## src/rtl/timer_pkg.sv

```systemverilog
// Shared definitions for the timer: register indices, TAC fields, tap codes, FSM states.
package timer_pkg;

   // Register window indices (addr port)
   localparam logic [1:0] REG_NONE = 2'd0;
   localparam logic [1:0] REG_TIMA = 2'd1;
   localparam logic [1:0] REG_TMA  = 2'd2;
   localparam logic [1:0] REG_TAC  = 2'd3;

   // TAC field positions
   localparam int TAC_EN_BIT  = 2;
   localparam int TAC_SEL_MSB = 1;
   localparam int TAC_SEL_LSB = 0;

   // Tap select encoding into div_tap
   localparam logic [1:0] TAP_4096   = 2'd0;
   localparam logic [1:0] TAP_262144 = 2'd1;
   localparam logic [1:0] TAP_65536  = 2'd2;
   localparam logic [1:0] TAP_16384  = 2'd3;

   typedef enum logic [1:0] {
      ST_RUN    = 2'd0,
      ST_OVF    = 2'd1,
      ST_RELOAD = 2'd2
   } state_t;

   // TAC reads back with the unimplemented upper bits as ones
   function automatic logic [7:0] tac_readback(input logic [2:0] tac);
      return {5'b11111, tac};
   endfunction

endpackage

```

## src/rtl/timer_if.sv

```systemverilog
// CPU register-window bus between the address decoder and the timer.
interface timer_if;
   logic       sel;
   logic [1:0] addr;
   logic       wr;
   logic       rd;
   logic [7:0] din;
   logic [7:0] dout;
   logic       dout_en;

   modport master (output sel, output addr, output wr, output rd, output din,
                   input dout, input dout_en);
   modport slave  (input sel, input addr, input wr, input rd, input din,
                   output dout, output dout_en);
endinterface

```

## src/rtl/timer_edge.sv

```systemverilog
// Tick source selection and falling-edge detector. Because the enable bit is
// ANDed in before the edge detector, clearing TAC or a divider reset can
// produce a spurious increment, matching the original hardware.
module timer_edge
   import timer_pkg::*;
(
   input  logic       clk,
   input  logic       nreset,
   input  logic [2:0] tac,
   input  logic [3:0] div_tap,
   output logic       tick_fall
);

   logic tick_src_s;
   logic tick_prev_r;

   // Gate the selected divider tap with the timer enable
   always_comb begin
      tick_src_s = 1'b0;
      if (tac[TAC_EN_BIT]) begin
         tick_src_s = div_tap[tac[TAC_SEL_MSB:TAC_SEL_LSB]];
      end else begin
         tick_src_s = 1'b0;
      end
   end

   // Remember last cycle's tick source for edge detection
   always_ff @(posedge clk or negedge nreset) begin
      if (!nreset) begin
         tick_prev_r <= 1'b0;
      end else begin
         tick_prev_r <= tick_src_s;
      end
   end

   assign tick_fall = tick_prev_r & ~tick_src_s;

endmodule

```

## src/rtl/timer.sv

```systemverilog
// DMG-style programmable timer: TIMA counter, TMA modulo, TAC control,
// delayed reload after overflow and a one-cycle interrupt pulse.
module timer
   import timer_pkg::*;
#(
   parameter logic [7:0] TIMA_INIT = 8'h00
)
(
   input  logic       clk,
   input  logic       nreset,
   input  logic [3:0] div_tap,
   timer_if.slave     bus,
   output logic       timer_irq
);

   logic [7:0] tima_r;
   logic [7:0] tma_r;
   logic [2:0] tac_r;
   state_t     state_r;
   logic       irq_r;

   logic [7:0] tima_nxt_s;
   logic [7:0] tma_nxt_s;
   logic [2:0] tac_nxt_s;
   state_t     state_nxt_s;

   logic       tick_fall_s;
   logic       wr_s;
   logic       wr_tima_s;
   logic       wr_tma_s;
   logic       wr_tac_s;
   logic       dout_en_s;
   logic [7:0] dout_s;

   timer_edge u_edge (
      .clk       (clk),
      .nreset    (nreset),
      .tac       (tac_r),
      .div_tap   (div_tap),
      .tick_fall (tick_fall_s)
   );

   // Decode CPU write strobes per register
   always_comb begin
      wr_s      = bus.sel & bus.wr;
      wr_tima_s = wr_s & (bus.addr == REG_TIMA);
      wr_tma_s  = wr_s & (bus.addr == REG_TMA);
      wr_tac_s  = wr_s & (bus.addr == REG_TAC);
   end

   // Next-state logic for the overflow/reload FSM and TIMA
   always_comb begin
      tima_nxt_s  = tima_r;
      state_nxt_s = state_r;
      case (state_r)
         ST_RUN: begin
            if (wr_tima_s) begin
               // CPU write beats a same-cycle increment
               tima_nxt_s = bus.din;
            end else if (tick_fall_s) begin
               if (tima_r == 8'hFF) begin
                  tima_nxt_s  = 8'h00;
                  state_nxt_s = ST_OVF;
               end else begin
                  tima_nxt_s = tima_r + 8'd1;
               end
            end else begin
               tima_nxt_s = tima_r;
            end
         end
         ST_OVF: begin
            if (wr_tima_s) begin
               // Writing TIMA here cancels the pending reload and interrupt
               tima_nxt_s  = bus.din;
               state_nxt_s = ST_RUN;
            end else begin
               // Any tick in this cycle is lost under the reload
               tima_nxt_s  = tma_r;
               state_nxt_s = ST_RELOAD;
            end
         end
         ST_RELOAD: begin
            // TIMA writes are dropped; a TMA write passes through to TIMA
            if (wr_tma_s) begin
               tima_nxt_s = bus.din;
            end else begin
               tima_nxt_s = tima_r;
            end
            state_nxt_s = ST_RUN;
         end
         default: begin
            tima_nxt_s  = tima_r;
            state_nxt_s = ST_RUN;
         end
      endcase
   end

   // Next values for TMA and TAC
   always_comb begin
      tma_nxt_s = tma_r;
      tac_nxt_s = tac_r;
      if (wr_tma_s) begin
         tma_nxt_s = bus.din;
      end else begin
         tma_nxt_s = tma_r;
      end
      if (wr_tac_s) begin
         tac_nxt_s = bus.din[2:0];
      end else begin
         tac_nxt_s = tac_r;
      end
   end

   // State, register file and registered interrupt output
   always_ff @(posedge clk or negedge nreset) begin
      if (!nreset) begin
         tima_r  <= TIMA_INIT;
         tma_r   <= 8'h00;
         tac_r   <= 3'b000;
         state_r <= ST_RUN;
         irq_r   <= 1'b0;
      end else begin
         tima_r  <= tima_nxt_s;
         tma_r   <= tma_nxt_s;
         tac_r   <= tac_nxt_s;
         state_r <= state_nxt_s;
         irq_r   <= (state_nxt_s == ST_RELOAD);
      end
   end

   // Combinational read mux for the shared data bus
   always_comb begin
      dout_en_s = bus.sel & bus.rd & (bus.addr != REG_NONE);
      dout_s    = 8'hFF;
      if (dout_en_s) begin
         case (bus.addr)
            REG_TIMA: dout_s = tima_r;
            REG_TMA:  dout_s = tma_r;
            REG_TAC:  dout_s = tac_readback(tac_r);
            default:  dout_s = 8'hFF;
         endcase
      end else begin
         dout_s = 8'hFF;
      end
   end

   assign bus.dout    = dout_s;
   assign bus.dout_en = dout_en_s;
   assign timer_irq   = irq_r;

endmodule

```

## src/flat_wrapper.sv

```systemverilog
// flat-port wrapper written by rule: the top's interface ports become plain ports
module timer_flat import timer_pkg::*;
#(
   parameter logic [7:0] TIMA_INIT = 8'h00
)
  (clk, nreset, div_tap, timer_irq, bus_sel, bus_addr, bus_wr, bus_rd, bus_din, bus_dout, bus_dout_en);
  timer_if bus_i ();
  input  logic clk;
  input  logic nreset;
  input  logic [3:0] div_tap;
  output logic timer_irq;
  input wire logic [$bits(bus_i.sel)-1:0] bus_sel;
  input wire logic [$bits(bus_i.addr)-1:0] bus_addr;
  input wire logic [$bits(bus_i.wr)-1:0] bus_wr;
  input wire logic [$bits(bus_i.rd)-1:0] bus_rd;
  input wire logic [$bits(bus_i.din)-1:0] bus_din;
  output wire logic [$bits(bus_i.dout)-1:0] bus_dout;
  output wire logic [$bits(bus_i.dout_en)-1:0] bus_dout_en;
  assign bus_i.sel = bus_sel;
  assign bus_i.addr = bus_addr;
  assign bus_i.wr = bus_wr;
  assign bus_i.rd = bus_rd;
  assign bus_i.din = bus_din;
  assign bus_dout = bus_i.dout;
  assign bus_dout_en = bus_i.dout_en;
  timer #(.TIMA_INIT(TIMA_INIT)) u_core (.clk(clk), .nreset(nreset), .div_tap(div_tap), .bus(bus_i), .timer_irq(timer_irq));
endmodule
```

## config.mk

```make
export PLATFORM = sky130hd
export DESIGN_NAME = timer_flat
export DESIGN_NICKNAME = d
export VERILOG_FILES = /design/src/rtl/timer_pkg.sv /design/src/rtl/timer_if.sv /design/src/rtl/timer_edge.sv /design/src/rtl/timer.sv /design/src/flat_wrapper.sv
export SDC_FILE = /design/constraint.sdc
export NUM_CORES = 1
export LEC_CHECK = 0
export BUFFER_PORTS_ARGS = -buffer_cell sky130_fd_sc_hd__buf_4
export CAP_MARGIN = 20
export CORE_ASPECT_RATIO = 0.5
export CORE_MARGIN = 2
export CORE_UTILIZATION = 53
export CTS_CLUSTER_DIAMETER = 40
export DETAILED_ROUTE_END_ITERATION = 8
export PLACE_DENSITY = 0.85
export SLEW_MARGIN = 20
export SYNTH_ARGS = -nofsm -noshare
export SYNTH_HDL_FRONTEND = slang
export SYNTH_SLANG_ARGS = --single-unit
```

## constraint.sdc

```tcl
create_clock -name clk -period 5.1 [get_ports clk]
set_clock_uncertainty 0.05 [all_clocks]
set_input_delay 1.02 -clock clk [delete_from_list [all_inputs] [get_ports clk]]
set_output_delay 1.02 -clock clk [all_outputs]
set_load 0.02 [all_outputs]
```

== Yosys cells after proc, flatten, opt, wreduce, memory -nomap -nowiden ==
Index checks and enable logic that the tools add are counted.
Storage, ports and cells
  word-level logic and storage cells: 45
  RAM bits: 0
  register bits: 23
  output and inout port bits: 10
  bits in latches: 0
  memories: 0
  input port bits: 19
  ROM bits: 0
Cells by class
  multiplexer cells: 16
  add/subtract/negate cells: 1
  div/mod/pow operators: 0
  reductions and logical operators: 4
  bitwise operators: 8
  eq/ne operators: 9
  $lt $le $gt $ge: 1
  multiply operators: 0
  shift operators: 0
Operator list (count)
  $mux 8: 6
  $pmux 8 s3: 2
  $add 8x1->8 const B: 1
  $eq 2x2->1 const B: 4
  $eq 8x8->1 const B: 1
  $mux 2: 4
  $and 1x1->1: 7
  $eq 2x1->1 const B: 2
  $pmux 2 s2: 1
  $lt 2x3->1 const B: 1
  $ne 3x1->1 const B: 1
  $reduce_and 3->1: 1
  $reduce_bool 3->1: 1
  $bmux 1 s2: 1
  $logic_not 2->1: 1
  $mux 1: 2
  $ne 2x1->1 const B: 1
  $reduce_bool 2->1: 1
  $not 1->1: 1

== Depth between registers and ports, before layout ==
  depth in word-level cells: 9
  mapped depth: 8
  gate-level depth less buffers: 7

== Hierarchy ==
A second synthesis with hierarchy kept.
Unflattened totals
  cell total of the unflattened synthesis: 178
  area total of the unflattened synthesis: 1597.8 um^2
By module, submodules not included
  timer: cells an instance 174, times used 1, area each 1536.5 um^2, seq. area each 550.5 um^2
  timer_edge: cells an instance 4, times used 1, area each 61.3 um^2, seq. area each 25.0 um^2

== Least setup slack after synthesis ==
No wires, ideal clock.
  path kind: input -> output
  start: input bus_addr[0]
  end: output bus_dout[0]
  arrival: 1989 ps
  buffers on the path: 2
  required time: 4030 ps
  setup slack: 2041 ps
  stages on the path: 4
  cells stage by stage: buf_6 -> o211a_1 -> clkbuf_1 -> o221ai_1
Between the ends
  longest elaborated chain between the ends: 3
  elaborated cells between the ends (all ways): 7
  classes of those cells: eq/ne (3); mux (2); bitwise (1); reduce/logical (1)
RTL lines
  from (decl): RTL line flat_wrapper.sv:13  | input wire logic [$bits(bus_i.addr)-1:0] bus_addr;
  $reduce_bool 2->1: RTL line timer.sv:133  | dout_en_s = bus.sel & bus.rd & (bus.addr != REG_NONE);
  $and 1x1->1: RTL line timer.sv:133
  via bus_dout_en: RTL line flat_wrapper.sv:18  | output wire logic [$bits(bus_i.dout_en)-1:0] bus_dout_en;
  $mux 8: RTL line timer.sv:135  | if (dout_en_s) begin
  to (decl): RTL line flat_wrapper.sv:17  | output wire logic [$bits(bus_i.dout)-1:0] bus_dout;
The timed path passes the listed nets, and every way through them passes these cells.

== Final worst setup path ==
  start: input bus_addr[1]
  end: output bus_dout[7]
Between the ends
  longest elaborated chain between the ends: 3
  elaborated cells between the ends (all ways): 7
  classes of those cells: eq/ne (3); mux (2); bitwise (1); reduce/logical (1)
RTL lines
  $eq 2x2->1 (tied with other cells): RTL line timer.sv:136  | case (bus.addr)
  $pmux 8 s3 or $and 1x1->1 (tied branches): RTL line timer.sv:136, timer.sv:133
  $mux 8 (*): RTL line timer.sv:135
Every way passes the cells marked *; elsewhere a longest branch is shown, timed or not.

==> results.sh <==
export IMPL_status="finished, final reports clean"
export IMPL_io_buffer_count=28
export IMPL_synth_nets=206
export IMPL_fin_crit_sh_pct=58.2
export IMPL_finalNetCount=229
export IMPL_power_total_uw=779
export IMPL_die_x_um=82.0
export IMPL_clock_path_buffers=2
export IMPL_slowest_stage="o22ai_1"
export IMPL_initial_core_util_pct=54.5
export IMPL_rsz0062_at_grt="false"
export IMPL_end_kind="primary output"
export IMPL_cts_made_buffers=3
export IMPL_synth_edf_count=0
export IMPL_hold_path_class="flop to flop"
export IMPL_synth_largest_area_cell="dfrtp_1"
export IMPL_async_flop_share_pct=100
export IMPL_wl_per_cell_um=16.5
export IMPL_dr_total_vias=1511
export IMPL_startpoint_type="primary input"
export IMPL_io_pins=29
export IMPL_grt_pass1_wl_um=6550
export IMPL_yosysMostFrequentCell="nand2_1"
export IMPL_grt_pass1_vias=1359
export IMPL_seq_area_um2=576
export IMPL_multi_input_area_um2=956
export IMPL_initialDrtViolationCount=240
export IMPL_clkTransAtPathRegs_ns=0.09
export IMPL_layout_drive_gt1_share_pct=23.5
export IMPL_dieHeight_um=43.0
export IMPL_dp_cells=240
export IMPL_gp_congestion=0.932
export IMPL_worstSetupPathType="primary input to primary output"
export IMPL_synth_area_per_cell_um2=8.87
export IMPL_clock_latency_ns=0.27
export IMPL_syn_area_um2=1610
export IMPL_cts_hold_buf=0
export IMPL_dp_final_hpwl_um=2880
export IMPL_netlist_area_leader_share_pct=35.7
export IMPL_max_freq_ghz=0.337
export IMPL_hold_violations=0
export IMPL_crit_buf_inv=3
export IMPL_coreArea_um2=2960
export IMPL_crit_fanout=8
export IMPL_grt_usage_pct=24.9
export IMPL_yosysUniqueCellTypes=46
export IMPL_gr_total_overflow=0
export IMPL_ys_top_cells_by_area="dfrtp_1, nand2_1, mux2_2"
export IMPL_layout_setup_ws_ns=2.13
export IMPL_clock_sinks=23
export IMPL_worstPathCellList="buf_4, inv_1, nand2_1, o22ai_1, nand2_1, buf_4"
export IMPL_post_place_ws_ns=2.14
export IMPL_drc=0
export IMPL_antenna_found_initial=0
export IMPL_fillers=258
export IMPL_worst_ep_arrival_time_ns=1.90
export IMPL_drv_slew=0
export IMPL_cts_tree="built"
export IMPL_crit_required_ns=4.03
export IMPL_ys_seq_area_share_pct=35.7
export IMPL_postSynthCellCount=182
export IMPL_vdd_drop_max_uv=208
export IMPL_max_cap_violations=0
export IMPL_cts_setup_buffers=0
export IMPL_rows=14
export IMPL_cts_resized=0
export IMPL_grt_max_degree=24
export IMPL_min_period_ns=2.97
export IMPL_place_area_um2=1820
export IMPL_relSlewSlack_pct=52.8
export IMPL_fin_area_um2=1860
export IMPL_cts_root_buf="clkbuf_8"
export IMPL_p_per_area_nw_per_um2=418
export IMPL_drt_antenna_violating_nets=0
export IMPL_crit_family="buffers and inverters"
export IMPL_htree_levels=1
export IMPL_finalSetupViolations=0
export IMPL_synth_seq_cells=23
export IMPL_critPathMaxStageDelay_ns=0.20
export IMPL_setup_tns_ns=0
export IMPL_wl_um=4010
export IMPL_yosys_top_cells_count="nand2_1, dfrtp_1, mux2_2"
export IMPL_power_leakage_nw=0.802
export IMPL_area_growth_pct=15.5
export IMPL_antenna_cells=0
export IMPL_dieArea_um2=3530
export IMPL_yosysWarningCount=0
export IMPL_drt_first_pass_iters=4
export IMPL_synth_ff_type="dfrtp_1"
export IMPL_viasPerCell=6.19
export IMPL_tightest_slew_ns=0.707
export IMPL_final_cells=244
==> worst register-to-register path, delay by kind of cell, from the launching register on <==
kind / cells / cell delay (ns)
AO/OA/AOI/OAI: 3 / 0.74
adder cells (fa/ha/maj): 1 / 0.26
flip-flops: 1 / 0.43
AND/OR/NAND/NOR: 2 / 0.46
==> final cells by class <==
| cell class | instances | share of cell area, % |
|---|---|---|
| Timing Repair Buffer | 28 | 11.3 |
| Sequential cell | 23 | 30.9 |
| Tap cell | 40 | 2.68 |
| Clock buffer | 3 | 2.21 |
| Clock inverter | 1 | 0.268 |
| Multi-Input combinational cell | 142 | 51.3 |
| Inverter | 7 | 1.41 |
==> routing by layer <==
metal	track usage, %	part of all wire, %	up-vias	routed length [um]
met2	37.1	46	48	1840
met3	5.53	5.2	4	210
met4	7.33	0.50	0	20
li1	-	-	717	-
met1	36.4	48	742	1940
met5	0	0	-	0
==> logic make-up after synthesis <==
kind of cell | synth area share, %
buffers and inverters | 5.12
xor gates and xnor gates | 0.543
adders and majority gates | 3.88
AOI/OAI and AO/OA | 23.9
and+or+nand+nor | 20.2
muxes | 10.8
DFF | 35.7
==> sequential cells by signal, summed over array words and instances (netlist names) <==
name,flops
u_core.tima_r,8
u_core.timer_irq,1
u_core.tma_r,8
u_core.u_edge.tick_prev_r,1
u_core.tac_r,3
u_core.state_r,2
==> power by group <==
group / internal (mW) / leakage, nW / switching [mW] / total, mW
clock: 0.0547 / 0.0255 / 0.0629 / 0.118
combinational: 0.154 / 0.492 / 0.191 / 0.345
sequential: 0.241 / 0.285 / 0.0751 / 0.316
==> final timing paths <==
path	end	cells after the start	slack (ns)	startpoint
setup / recovery	bus_dout[7]	6	2.13	bus_addr[1]
hold / removal	u_core.tma_r[7]$_DFFE_PN0P_	1	0.49	u_core.tma_r[7]$_DFFE_PN0P_
setup reg to reg	u_core.tima_r[0]$_DFFE_PN0P_	6	3.04	u_core.tima_r[1]$_DFFE_PN0P_
hold reg to reg	u_core.tma_r[7]$_DFFE_PN0P_	1	0.49	u_core.tma_r[7]$_DFFE_PN0P_
max in group asynchronous	u_core.tma_r[3]$_DFFE_PN0P_	1	4.18	nreset
min in group asynchronous	u_core.tac_r[1]$_DFFE_PN0P_	1	0.58	nreset
==> per-stage QoR <==
| stage | util, % | hold WS, ns |
|---|---|---|
| detailed placement | 61.4 | 0.479 |
| CTS | 63.0 | 0.499 |
| global placement | 61.4 | 0.465 |
| global route | 63.0 | 0.514 |
| finish | 63.0 | 0.492 |
| floorplan | - | 0.444 |
==> cells in the final DEF (no fill, tap or decap), drive strengths merged, types with 5 or more instances in the layout <==
cell type | netlist | final
mux2i | 5 | 5
o21ai | 14 | 14
a31oi | 5 | 5
nand3 | 8 | 8
o22ai | 7 | 7
a21oi | 8 | 8
inv | 7 | 7
nand2 | 35 | 35
mux2 | 11 | 11
dfrtp | 23 | 23
buf | 6 | 28
ha | 5 | 5
(Power assumes the default switching activity.)
